### config.mk
export PLATFORM = sky130hd
export DESIGN_NAME = imem_fetch_queue
export DESIGN_NICKNAME = d
export VERILOG_FILES = /design/src/rtl/imem_fetch_queue.sv
export SDC_FILE = /design/constraint.sdc
export NUM_CORES = 1
export LEC_CHECK = 0
export BUFFER_PORTS_ARGS = -buffer_cell sky130_fd_sc_hd__buf_2
export CAP_MARGIN = 0
export CORE_MARGIN = 2
export CORE_UTILIZATION = 26
export DETAILED_ROUTE_END_ITERATION = 8
export PLACE_DENSITY = 0.46
export SLEW_MARGIN = 20
export SYNTH_ARGS = -nofsm -noshare
export SYNTH_HDL_FRONTEND = slang
export SYNTH_SLANG_ARGS = --single-unit
### constraint.sdc
create_clock -name clock -period 3 [get_ports clock]
set_clock_uncertainty 0.1 [all_clocks]
set_input_delay 0.6 -clock clock [delete_from_list [all_inputs] [get_ports clock]]
set_output_delay 0.6 -clock clock [all_outputs]
set_load 0.01 [all_outputs]
### src/rtl/imem_fetch_queue.sv
// Instruction prefetch queue: issues sequential word addresses to imem, buffers
// returned words with their PC, and hands them to decode over valid/ready.
module imem_fetch_queue #(
    parameter int DEPTH = 4
) (
    input  logic                     clock,
    input  logic                     reset,
    output logic [31:0]              address_imem,
    input  logic [31:0]              q_imem,
    output logic                     fetch_valid,
    output logic [31:0]              fetch_insn,
    output logic [31:0]              fetch_pc,
    input  logic                     fetch_ready,
    input  logic                     redirect,
    input  logic [31:0]              redirect_pc,
    output logic [$clog2(DEPTH):0]   count
);

    localparam int PTR_W = $clog2(DEPTH);
    localparam int CNT_W = PTR_W + 1;

    logic [31:0]      next_pc;
    logic             req_pending;
    logic [31:0]      req_pc;
    logic [PTR_W-1:0] head;
    logic [PTR_W-1:0] tail;

    logic [31:0]      mem_insn [DEPTH];
    logic [31:0]      mem_pc   [DEPTH];

    logic [CNT_W:0]   occupancy;
    logic             issue;
    logic             capture;
    logic             pop;

    function automatic logic [PTR_W-1:0] ptr_inc(input logic [PTR_W-1:0] ptr);
        return ptr + PTR_W'(1);
    endfunction

    function automatic logic [31:0] pc_inc(input logic [31:0] pc);
        return pc + 32'd1;
    endfunction

    // Every in-flight request holds a reserved slot, so a capture can never
    // find the buffer full; a same-cycle pop is deliberately not credited.
    assign occupancy = {1'b0, count} + (CNT_W + 1)'(req_pending);
    assign issue     = (occupancy < (CNT_W + 1)'(DEPTH)) && !redirect;
    assign capture   = req_pending && !redirect;
    assign pop       = fetch_valid && fetch_ready && !redirect;

    always_ff @(posedge clock) begin
        if (!reset) begin
            next_pc     <= 32'd0;
            req_pending <= 1'b0;
            req_pc      <= 32'd0;
            head        <= '0;
            tail        <= '0;
            count       <= '0;
        end else if (redirect) begin
            next_pc     <= redirect_pc;
            req_pending <= 1'b0;
            head        <= '0;
            tail        <= '0;
            count       <= '0;
        end else begin
            if (issue) begin
                req_pending <= 1'b1;
                req_pc      <= next_pc;
                next_pc     <= pc_inc(next_pc);
            end else begin
                req_pending <= 1'b0;
            end
            if (capture)
                tail <= ptr_inc(tail);
            if (pop)
                head <= ptr_inc(head);
            case ({capture, pop})
                2'b10:   count <= count + CNT_W'(1);
                2'b01:   count <= count - CNT_W'(1);
                default: count <= count;
            endcase
        end
    end

    always_ff @(posedge clock) begin
        if (reset && capture) begin
            mem_insn[tail] <= q_imem;
            mem_pc[tail]   <= req_pc;
        end
    end

    assign address_imem = next_pc;
    assign fetch_valid  = (count != '0);
    assign fetch_insn   = mem_insn[head];
    assign fetch_pc     = mem_pc[head];

endmodule

Word-level counts from Yosys, hierarchy flattened
Memories as Yosys holds them, arrays and structs flattened. A register that Yosys moved wholly into a read port is not among the register bits.
Index checks and enable logic that the tools add are counted.

word-level totals
  flip-flop bits (word level) = 72
  latch bits = 0
  bits in writable memories = 256
  memory bits (read-only) = 0
  input port bits = 68
  output and inout port bits = 100
  logic and storage cells = 40
  memories kept = 2

cells by class
  $add $sub $neg = 6
  multiply operators = 0
  div/mod/pow operators = 0
  $lt $le $gt $ge = 1
  eq/ne operators = 2
  shift-type cells = 0
  multiplexer cells = 10
  bitwise logic cells = 2
  reductions and logical operators = 11

memories
  name      depth  bits a word  read ports  clocked after memory_dff  write ports  RTL line  source
  mem_insn  4      32           1           1                         1            28        logic [31:0] mem_insn [DEPTH];
  mem_pc    4      32           1           1                         1            29        logic [31:0] mem_pc [DEPTH];

operator list
  kind                                                                          number
  32-bit two-way mux                                                            2
  32-bit by 1-bit adder with 32-bit output, second input constant               1
  2-bit two-way mux                                                             4
  3-bit one-hot mux with 2 select lines                                         1
  1-bit logical AND                                                             5
  2-bit by 1-bit adder with 2-bit output, second input constant                 2
  3-bit by 1-bit adder with 4-bit output                                        1
  4-bit by 3-bit less-than comparator with 1-bit output, second input constant  1
  2-bit nonzero test                                                            2
  3-bit by 1-bit adder with 3-bit output, second input constant                 1
  1-bit two-way mux                                                             3
  3-bit nonzero test                                                            1
  3-bit by 1-bit subtractor with 3-bit output, second input constant            1
  2-bit by 1-bit == test with 1-bit output, second input constant               1
  2-bit == test, second input constant                                          1
  1-bit NOT                                                                     2
  2-bit AND reduction                                                           1
  2-bit OR reduction                                                            1
  1-bit zero test                                                               1

Logic depth before layout (Yosys ltp)
  word-level depth = 5
  mapped depth = 10
  depth with buffers taken out = 9

Worst setup path after synthesis
No wires, ideal clock.

  path type = input port to flip-flop
  start = input redirect
  end = register count[2]
  library setup time = 0.072 ns
  arrival = 2.448 ns
  path slack = 0.380 ns
  stages on the path = 10
  cells stage by stage = clkbuf_1 -> clkbuf_1 -> clkbuf_1 -> nor2_1 -> ha_1 -> inv_1 -> fa_1 -> xor2_1 -> or3_1 -> a21oi_1

on the way
  longest elaborated chain between the ends = 4

ends and longest elaborated chain
  what                                                                         RTL line  source
  from (decl)                                                                  14        input logic redirect,
  1-bit zero test (*)                                                          49        assign pop = fetch_valid && fetch_ready && !redirect;
  1-bit logical AND (*)                                                        49
  named net pop                                                                34        logic pop;
  2-bit by 1-bit == test with 1-bit output or 2-bit == test (tied branches)    77        case ({capture, pop})
  3-bit one-hot mux with 2 select lines or 2-bit nonzero test (tied branches)  -
  to (signal assigned)                                                         78        2'b10: count <= count + CNT_W'(1);
  to (signal assigned)                                                         79        2'b01: count <= count - CNT_W'(1);
  to (signal assigned)                                                         80        default: count <= count;
  to (decl)                                                                    16        output logic [$clog2(DEPTH):0] count

Mark *: on every way through the listed nets, which the timed path passes. The rest lies on a longest branch.
A chain may end at the register's enable or synchronous reset.

==> run metrics <==
status finished, final reports clean; total power 10,200 uW; Async SR Flop Fraction 0; Hold Slack about 0.17 ns; global-route wire length before repair 49.9 mm; Post-DP HPWL between 20 and 25 mm; Clock Path Buffers 3; Crit Path Category flop to primary output; family with the most delay on the worst path flip-flops; Avg Cell Area, Syn 16.3 sq um; Comb pwr share 0.039; die area 51,400 sq um; Slew HR 0.506; unrepaired setup endpoints after global routing no; placed instance area 14,800 sq um; post-synthesis register bit count 330; CTS root buf clkbuf_16; Skew-Pair Late Insertion Delay 0.54 ns; final wirelength about 33 mm; post-synthesis instance total 789; Reg power frac 0.501; Clk pin slew, worst setup/hold paths 0.06 ns; port bufs 167; Post-CTS Setup Inserts 0; gr ovfl total 0; Cell Chain, Critical Path buf_4, mux4_2, buf_2; internal power 7960 uW; critical path data required time between 2 and 2.5 ns; layout overhead on the synthesized area 24.2%; post-synthesis mux area share 0.113; drt first pass iters 5; slowest cell on the critical path dfxtp_4; TritonCTS Buffers 39; final instance area 16,000 sq um; Hold Crit Class primary input to flop; max_cap viols 0; post-DR wirelength/cell 19.7 microns; Tcrit/Tclk final 0.921; initial antenna violation count 0; slew at the pin closest to its max-slew limit 0.735 ns; Finish-stage setup viols 0; maximum vdd drop 279 uV; main flop type after synthesis edfxtp_1; Sw Share 0.216; Mapped Nets approximately 860; gpl congestion roughly 0.76; post-synthesis sequential area ratio 0.711; Pwr per Cell Area around 630 nW/um^2; distinct cell type count of the synthesized netlist 47; Chip Height 227 microns; Worst Path Max Fanout 20; Max Fclk 362 MHz; number of routed nets with antenna violations 0; # DRC 0; crit path buf inv count 2; Mapped Area 12,900 sq um; Synth Warn # 0; nature of the critical path startpoint flop; htree depth 2; Synth Area in Adders 0.00738; Post-CTS Resized 0; P_leak approximately 0.0055 uW; TritonCTS Sinks 330; vias in the first global route 7,758; Initial Utilization 0.263; Synth Area in Compound Gates 0.0588; GRT Total Usage 0.131; Tmin final 2.76 ns; Fin. Hold Viols 0; Critical Path AT 2.06 ns; simple-gate share of the synthesized area 0.0833; crit end category primary output; via/cell ratio 4.51; Setup WS post-layout 0.237 ns; Via Count 7,563; Ant. Diodes 0; post-synthesis xor/xnor area fraction 0.00883; share of cells above drive strength 1 0.332; IO Count 168; Psw 2190 uW; DIE WIDTH ~230 microns; Nets 1,059; combinational family with the most area after synthesis multiplexers; CTS tree built; clock share of power 0.460; Slew Viols, Final 0; EDFF count, synth 256; DP Worst Slack between 0.5 and 0.6 ns; setup tns final 0 ns; DRT iter0 DRCs between 400 and 500; largest net degree at the start of global routing 54; crit-path max cell delay 0.60 ns; Core Box Area 49,000 sq um; cts hold-fix bufs 0; floorplan row count 81
==> cell usage in the layout, fill, tap and decap left out, types with 3 or more instances in the layout <==
master / synthesis / layout
edfxtp_1: 256 / 256
buf_2: 11 / 167
nand2_1: 86 / 86
dfxtp_1: 74 / 72
mux4_2: 64 / 64
clkbuf_16: 0 / 39
a21boi_0: 32 / 32
o21ai_0: 30 / 30
nand3_1: 26 / 26
buf_4: 0 / 25
nor2_1: 20 / 19
nand4_1: 15 / 15
a31oi_1: 12 / 12
or4_1: 12 / 12
buf_12: 0 / 9
inv_1: 8 / 8
and3_1: 8 / 8
a32oi_1: 8 / 8
xor2_1: 8 / 8
o31ai_1: 7 / 7
a21oi_1: 7 / 7
clkbuf_1: 31 / 7
clkinv_2: 0 / 7
or3_1: 6 / 6
nor4_1: 6 / 6
ha_1: 6 / 6
clkinv_1: 0 / 6
and4_1: 5 / 5
xnor2_1: 5 / 5
and3_4: 0 / 4
and2_1: 4 / 4
nor3_1: 4 / 4
nand2b_1: 4 / 4
o211a_1: 4 / 4
bufinv_16: 0 / 4
nor4b_1: 3 / 3
inv_6: 0 / 3
clkbuf_8: 0 / 3
==> sequential cells by signal (all words and copies together), names as in the netlist, named ones only <==
name,cells
mem_insn,128
mem_pc,128
address_imem,32
req_pc,32
count,3
head,2
tail,2
req_pending,1
==> synth_stat cells (4+ instances only) <==
master    count  area share
o21ai_0      30       0.012
buf_2        11      0.0043
nand2b_1      4      0.0019
mux4_2       64        0.11
nor3_1        4      0.0016
nor2_1       20      0.0058
o211a_1       4      0.0031
edfxtp_1    256        0.60
or3_1         6      0.0029
nand2_1      86       0.025
a32oi_1       8      0.0054
and2_1        4      0.0019
dfxtp_1      74        0.11
ha_1          6      0.0058
xnor2_1       5      0.0034
buf_1         4      0.0012
inv_1         8      0.0023
and4_1        5      0.0034
nand3_1      26       0.010
and3_2        4      0.0023
xor2_1        8      0.0054
and3_1        8      0.0039
a31oi_1      12      0.0058
clkbuf_1     31      0.0090
a21boi_0     32       0.019
o31ai_1       7      0.0041
a21oi_1       7      0.0027
nor4_1        6      0.0029
nand4_1      15      0.0073
or4_1        12      0.0070
==> worst paths after layout <==
path                           startpoint                            end  slack (ns)  cells past startpoint
max                                  flop                   fetch_pc[29]        0.24                      3
min reg2reg       req_pc[26]$_SDFFE_PN0P_        req_pc[26]$_SDFFE_PN0P_        0.41                      2
max reg2reg  address_imem[0]$_SDFFE_PN0P_  address_imem[12]$_SDFFE_PN0P_        0.64                      5
min                            q_imem[18]      mem_insn[0][18]$_DFFE_PP_        0.17                      1
==> layout make-up <==
cell class | instances | area, sq um
Fill cell | 4803 | 32900
Sequential cell | 330 | 9180
Multi-Input combinational cell | 404 | 3510
Timing Repair Buffer | 201 | 1200
Clock buffer | 49 | 1040
Tap cell | 664 | 831
Clock inverter | 22 | 218
Inverter | 8 | 30.0
==> power by group through the flow <==
| stage | combinational, uW | clock [uW] | sequential (uW) |
|---|---|---|---|
| 2_1_floorplan | 184 | 0 | 5160 |
| 3_3_place_gp | 399 | 0 | 5180 |
| 3_5_place_dp | 402 | 0 | 5180 |
| 4_1_cts | 403 | 4830 | 5080 |
| 5_1_grt | 441 | 5020 | 5100 |
| 6_report | 396 | 4670 | 5090 |
==> cells by family (layout without fill, tap and decap cells) <==
| family | after synthesis | after routing |
|---|---|---|
| buf+inv | 55 | 280 |
| compound gates | 110 | 110 |
| simple gates | 209 | 209 |
| fa+ha+maj | 7 | 7 |
| mux | 65 | 65 |
| flops | 330 | 330 |
| xor+xnor | 13 | 13 |
==> stage by stage <==
step	instances	utilization
3_3_place_gp	1607	0.301
2_1_floorplan	789	-
6_report	1678	0.327
3_5_place_dp	1607	0.301
4_1_cts	1678	0.327
5_1_grt	1678	0.327
==> metal layers <==
layer / up-vias / share of wire / wire, microns / global-route usage
met1: 3794 / 0.47 / 15500 / 0.181
met5: - / 0 / 0 / 0
met3: 47 / 0.057 / 1890 / 0.0345
li1: 3516 / - / - / -
met4: 0 / 0.023 / 744 / 0.0374
met2: 206 / 0.45 / 14900 / 0.202
Power figures use the tool's default switching activity.
